===== src/rtl/spi_regfile_peripheral.sv =====
// SPI mode-0 target fronting a parametrised register file with CIPO readback.
// Optional frame-error counter is built only when SPI_FRAME_ERR_CNT_EN is defined.
module spi_regfile_peripheral #(
  parameter int ADDR_W      = 7,
  parameter int DATA_W      = 8,
  parameter int NUM_REGS    = 5,
  parameter int SYNC_STAGES = 2
) (
  input  logic                       clk,
  input  logic                       rst_n,
  input  logic                       sclk,
  input  logic                       ncs,
  input  logic                       copi,
  output logic                       cipo,
  output logic                       cipo_oe,
  output logic [NUM_REGS*DATA_W-1:0] regs_out,
  output logic                       wr_strobe,
  output logic [ADDR_W-1:0]          wr_addr,
  output logic [7:0]                 err_count
);
  localparam int              CNT_MAX    = (ADDR_W > DATA_W) ? ADDR_W : DATA_W;
  localparam int              CNT_W      = $clog2(CNT_MAX + 1);
  localparam logic [ADDR_W:0] NUM_REGS_L = (ADDR_W + 1)'(NUM_REGS);

  typedef enum logic [1:0] {IDLE, CMD, DATA, DONE} state_e;

  logic [SYNC_STAGES-1:0] sclk_sync_q, ncs_sync_q, copi_sync_q;
  logic                   sclk_prev_q;
  logic                   sclk_s, ncs_s, copi_s, sclk_rise, sclk_fall;

  // ncs synchroniser resets high so leaving reset never looks like a frame start.
  always_ff @(posedge clk or negedge rst_n) begin
    if (!rst_n) begin
      sclk_sync_q <= '0;
      ncs_sync_q  <= '1;
      copi_sync_q <= '0;
      sclk_prev_q <= 1'b0;
    end else begin
      // NOTE: non-blocking assignments so each flop samples its neighbour's pre-edge value.
      sclk_sync_q <= {sclk_sync_q[SYNC_STAGES-2:0], sclk};
      ncs_sync_q  <= {ncs_sync_q[SYNC_STAGES-2:0], ncs};
      copi_sync_q <= {copi_sync_q[SYNC_STAGES-2:0], copi};
      sclk_prev_q <= sclk_s;
    end
  end

  assign sclk_s    = sclk_sync_q[SYNC_STAGES-1];
  assign ncs_s     = ncs_sync_q[SYNC_STAGES-1];
  assign copi_s    = copi_sync_q[SYNC_STAGES-1];
  assign sclk_rise = !sclk_prev_q && sclk_s;
  assign sclk_fall = sclk_prev_q && !sclk_s;

  state_e            state_q;
  logic [CNT_W-1:0]  cnt_q;
  logic [ADDR_W:0]   cmd_q;
  logic [DATA_W-1:0] din_q, dout_q;
  logic              cmd_done_q, commit_q, cipo_oe_q;
  logic [DATA_W-1:0] regs_q [NUM_REGS];
  logic              wr_strobe_q;
  logic [ADDR_W-1:0] wr_addr_q;

  logic              is_write, addr_ok, rd_load;
  logic [ADDR_W-1:0] addr;
  logic [DATA_W-1:0] rd_word;

  always_comb begin
    // NOTE: every output gets a default first so no path through the block infers a latch.
    rd_word  = '0;
    is_write = cmd_q[ADDR_W];
    addr     = cmd_q[ADDR_W-1:0];
    addr_ok  = {1'b0, addr} < NUM_REGS_L;
    rd_load  = (state_q == DATA) && cmd_done_q && !is_write && !sclk_rise && !ncs_s;
    for (int i = 0; i < NUM_REGS; i++) begin
      if (addr == ADDR_W'(i)) rd_word = regs_q[i];
    end
  end

  always_ff @(posedge clk or negedge rst_n) begin
    if (!rst_n) begin
      state_q    <= IDLE;
      cnt_q      <= '0;
      cmd_q      <= '0;
      din_q      <= '0;
      dout_q     <= '0;
      cmd_done_q <= 1'b0;
      commit_q   <= 1'b0;
      cipo_oe_q  <= 1'b0;
    end else begin
      cmd_done_q <= 1'b0;
      commit_q   <= 1'b0;
      case (state_q)
        IDLE: begin
          cnt_q <= '0;
          if (!ncs_s) state_q <= CMD;
        end
        CMD: begin
          if (ncs_s) begin
            state_q <= IDLE;
          end else if (sclk_rise) begin
            cmd_q <= {cmd_q[ADDR_W-1:0], copi_s};
            if (cnt_q == CNT_W'(ADDR_W)) begin
              cnt_q      <= '0;
              cmd_done_q <= 1'b1;
              state_q    <= DATA;
            end else begin
              cnt_q <= cnt_q + CNT_W'(1);
            end
          end
        end
        DATA: begin
          // The final data rise takes priority over a simultaneous ncs deassert.
          if (sclk_rise) begin
            din_q <= {din_q[DATA_W-2:0], copi_s};
            if (cnt_q == CNT_W'(DATA_W - 1)) begin
              state_q   <= DONE;
              commit_q  <= is_write;
              cipo_oe_q <= 1'b0;
              dout_q    <= '0;
            end else begin
              cnt_q <= cnt_q + CNT_W'(1);
            end
          end else if (ncs_s) begin
            state_q   <= IDLE;
            cipo_oe_q <= 1'b0;
            dout_q    <= '0;
          end else if (rd_load) begin
            dout_q    <= rd_word;
            cipo_oe_q <= 1'b1;
          end else if (sclk_fall && cnt_q != '0) begin
            dout_q <= {dout_q[DATA_W-2:0], 1'b0};
          end
        end
        DONE: begin
          if (ncs_s) state_q <= IDLE;
        end
        default: state_q <= IDLE;
      endcase
    end
  end

  always_ff @(posedge clk or negedge rst_n) begin
    if (!rst_n) begin
      // NOTE: the register file is reset explicitly; unwritten registers must read back as 0.
      for (int i = 0; i < NUM_REGS; i++) regs_q[i] <= '0;
      wr_strobe_q <= 1'b0;
      wr_addr_q   <= '0;
    end else begin
      wr_strobe_q <= 1'b0;
      if (commit_q && addr_ok) begin
        for (int i = 0; i < NUM_REGS; i++) begin
          if (addr == ADDR_W'(i)) regs_q[i] <= din_q;
        end
        wr_strobe_q <= 1'b1;
        wr_addr_q   <= addr;
      end
    end
  end

  for (genvar g = 0; g < NUM_REGS; g++) begin : g_flat
    assign regs_out[g*DATA_W +: DATA_W] = regs_q[g];
  end

  assign cipo      = dout_q[DATA_W-1];
  assign cipo_oe   = cipo_oe_q;
  assign wr_strobe = wr_strobe_q;
  assign wr_addr   = wr_addr_q;

`ifdef SPI_FRAME_ERR_CNT_EN
  logic       err_evt;
  logic [7:0] err_q;

  // Aborted frames and accesses beyond the implemented registers both count.
  always_comb begin
    err_evt = ((state_q == CMD) && ncs_s)
           || ((state_q == DATA) && ncs_s && !sclk_rise)
           || (commit_q && !addr_ok)
           || (rd_load && !addr_ok);
  end

  always_ff @(posedge clk or negedge rst_n) begin
    if (!rst_n) begin
      err_q <= '0;
    end else if (err_evt && err_q != 8'hFF) begin
      err_q <= err_q + 8'd1;
    end
  end

  assign err_count = err_q;
`else
  assign err_count = 8'h00;
`endif

endmodule


===== config.mk =====
export PLATFORM = sky130hd
export DESIGN_NAME = spi_regfile_peripheral
export DESIGN_NICKNAME = d
export VERILOG_FILES = /design/src/rtl/spi_regfile_peripheral.sv
export SDC_FILE = /design/constraint.sdc
export NUM_CORES = 1
export LEC_CHECK = 0
export CAP_MARGIN = 20
export CORE_UTILIZATION = 25
export DETAILED_ROUTE_END_ITERATION = 8
export DONT_BUFFER_PORTS = 1
export MAX_ROUTING_LAYER = met4
export PLACE_DENSITY = 0.46
export SYNTH_ARGS = -nofsm -noshare
export SYNTH_HDL_FRONTEND = slang
export SYNTH_SLANG_ARGS = --single-unit
export TNS_END_PERCENT = 100

===== constraint.sdc =====
create_clock -name clk -period 3.6 [get_ports clk]
set_input_delay 1.08 -clock clk [delete_from_list [all_inputs] [get_ports clk]]
set_output_delay 1.08 -clock clk [all_outputs]
set_load 0.03 [all_outputs]

==> results.md <==
- Status: completed
- CP max FO: 8
- CTS buffer count: 9
- WP data required: 3.83 ns
- Multi-input logic area: 1660 µm²
- Die W: 129 µm
- Hpwl dp: 6430 µm
- Hold crit path type: reg2reg
- CTS Buffer Depth: 2
- GRT Util Overall: 0.129
- Synth warn: 0
- Routed wire per std cell: 17.8 µm
- Post-Synth Simple-Gate Area: 0.120
- Synth Area in XOR/XNOR: 0
- # H-tree levels: 3
- Hold Vio Cnt, Final: 0
- Boundary pin count: 63
- Total of max-cap violations: 0
- Yosys reg bits: 88
- Initial antenna violation count: 0
- Final nets: 330
- Placed cell areas: 4190 µm²
- Most common library cells after synthesis: dfrtp_1 (86), mux2_2 (48), nand2_1 (35)
- Complex-gate fraction of the synthesized area: 0.0858
- Async set-or-reset flop fraction in the synthesized netlist: 1.00
- Vias in the first global route: 2545
- GR met1 Demand/Resource: 0.152
- Largest net degree at the start of global routing: 89
- Largest family of logic cells by synthesized area: multiplexers
- DRC: 0
- Fin crit share: 0.657
- Dpl cells: 523
- Fin Setup TNS: 0 ns
- Top cells by area, synth: dfrtp_1 (53%), mux2_2 (13%), mux4_2 (3.9%)
- Mapped Avg Cell Area: 12.7 µm²
- Clk sinks: 88
- Post-synth EDFFs: 0
- Ant diodes: 0
- Max Clock Freq: 423 MHz
- Root Buffer: clkbuf_16
- Dominant cell type by area after synthesis: dfrtp_1
- Slew headroom: 0.383
- Post-Synth Adder-Cell Area: 0.0218
- Core Area: 15800 µm²
- Sequential cell area: 2200 µm²
- LEAKAGE: 0.00212 µW
- Vias: 2484
- CP Launch Type: flip-flop
- PwrDens: 557 nW/µm²
- DRT Pass-1 Iters: 4
- Starting Density: 0.254
- Final Max Slew Viols: 0
- Post-CTS setup buffer count: 0
- Top-area cell type share of the netlist area: 0.535
- Seq/Total Area, Yosys: 0.548
- Site Rows: 46
- Total die area: 16600 µm²
- Synthesized area: 4030 µm²
- Final Critical Period: 2.36 ns
- Critical path capture point type: flip-flop
- DRT Wirelength: 9620 µm
- Port Buffers: 0
- Vias per cell: 4.61
- Layout Area Growth over Synthesis: 11.6%
- Worst vdd ir: 0.000278 V
- RePlAce Congestion: 0.759
- Cts hold-fix bufs: 0
- Worst Skew: 0.0101 ns
- Syn Inst Count: 318
- CTS tree: done
- Crit-path cells: or4_4 > nor3b_4 > and3_1 > mux2_2
- Critical Path AT: 2.59 ns
- Final total power: 2500 µW
- Critical Path Slowest Stage Cell: or4_4
- Post-CTS sizing: 0
- CP peak stage delay: 0.56 ns
- Unrepaired setup endpoints after global routing: false
- Slew @ Worst Pin: 0.926 ns
- Met3 usage: 0.0491
- Reg clk slew, reported paths: 0.07 ns
- Yosys cell types: 50
- Design area: 4490 µm²
- Die Ht: 129 µm
- GR Overflow Total: 0
- Most common cell in the netlist: dfrtp_1
- Initial DRC Count: 140
- GRT met2 Usage: 0.204
- DRT antenna net count: 0
- Clock insertion delay at the later pin of the skew report: 0.35 ns
- Non-Filler Instances: 539
- Share of cells above drive strength 1: 0.276
- Setup CP Type: reg2reg
- Busiest grt layer: met2
- Global-route wire length before repair: 15000 µm
- Proportion of synthesized area in mux cells: 0.178
- Final setup vio count: 0
- Ys flop type: dfrtp_1
- Fill cells: 1630
-- final timing paths --
path / start / to / slack (ns) / cells past startpoint
worst min register to register: copi_sync_q[0]$_DFF_PN0_ / copi_sync_q[1]$_DFF_PN0_ / 0.34 / 0
worst min-delay path: copi_sync_q[0]$_DFF_PN0_ / copi_sync_q[1]$_DFF_PN0_ / 0.34 / 0
max in group asynchronous: rst_n / ncs_sync_q[1]$_DFF_PN1_ / 2.96 / 0
min in group asynchronous: rst_n / wr_addr[6]$_DFFE_PN0N_ / 0.43 / 0
worst max register to register: cmd_q[5]$_DFFE_PN0P_ / regs_out[31]$_DFFE_PN0P_ / 1.24 / 4
worst max-delay path: cmd_q[5]$_DFFE_PN0P_ / regs_out[31]$_DFFE_PN0P_ / 1.24 / 4
-- power by group --
part           internal [µW]  total (µW)  switching [µW]
combinational            171         365             194
clock                    549         965             416
sequential              1030        1170             136
-- cell families after synthesis --
family / count (synthesis)
simple gates: 90
other cells: 1
mux: 57
flops: 88
fa+ha+maj: 7
compound gates: 46
buf+inv: 29
-- layout by cell type (no fill, tap or decap), types with 4 or more instances in the layout --
| cell | count |
|---|---|
| mux4_2 | 7 |
| conb_1 | 8 |
| a221o_1 | 6 |
| nor2_1 | 17 |
| inv_1 | 9 |
| nand2b_1 | 4 |
| o21ai_0 | 10 |
| a21oi_1 | 9 |
| clkbuf_16 | 9 |
| and2_1 | 6 |
| ha_1 | 7 |
| o221a_2 | 7 |
| mux2_2 | 48 |
| dfrtp_1 | 86 |
| nand2_1 | 35 |
-- routing by layer --
metal	wire length [µm]	vias to the layer above	part of all wire
met5	0	-	0
met4	106	0	0.011
met3	534	9	0.056
met2	4770	52	0.50
met1	4200	1294	0.44
li1	-	1129	-
-- area by class of cell --
class / instances / area share
Clock buffer: 10 / 0.0510
Inverter: 9 / 0.00752
Sequential cell: 88 / 0.491
Timing Repair Buffer: 2 / 0.00334
Tap cell: 216 / 0.0602
Multi-Input combinational cell: 208 / 0.370
Clock inverter: 6 / 0.0167
-- registers in the layout (all words and copies together), names as in the netlist, 2 cells and up --
name / flops
dout_q: 8
wr_addr: 7
copi_sync_q: 2
cnt_q: 4
state_q: 2
ncs_sync_q: 2
din_q: 8
regs_out: 40
sclk_sync_q: 2
cmd_q: 8
-- metrics by stage --
step                      utilization  worst slack, ns  hold WS [ns]
after global routing            0.284             1.08         0.345
after global placement          0.265             1.27         0.340
after CTS                       0.284             1.20         0.339
after detailed placement        0.265             1.21         0.336
final                           0.284             1.24         0.343
after floorplan                     -             1.55         0.331
-- worst max-delay path: cells and delay by family, from the launching register on --
family           cells  cell delay (ns)
and+or+nand+nor      3             1.46
DFF                  1             0.40
muxes                1             0.38
Note: power is estimated with default switching activity, not from simulation.
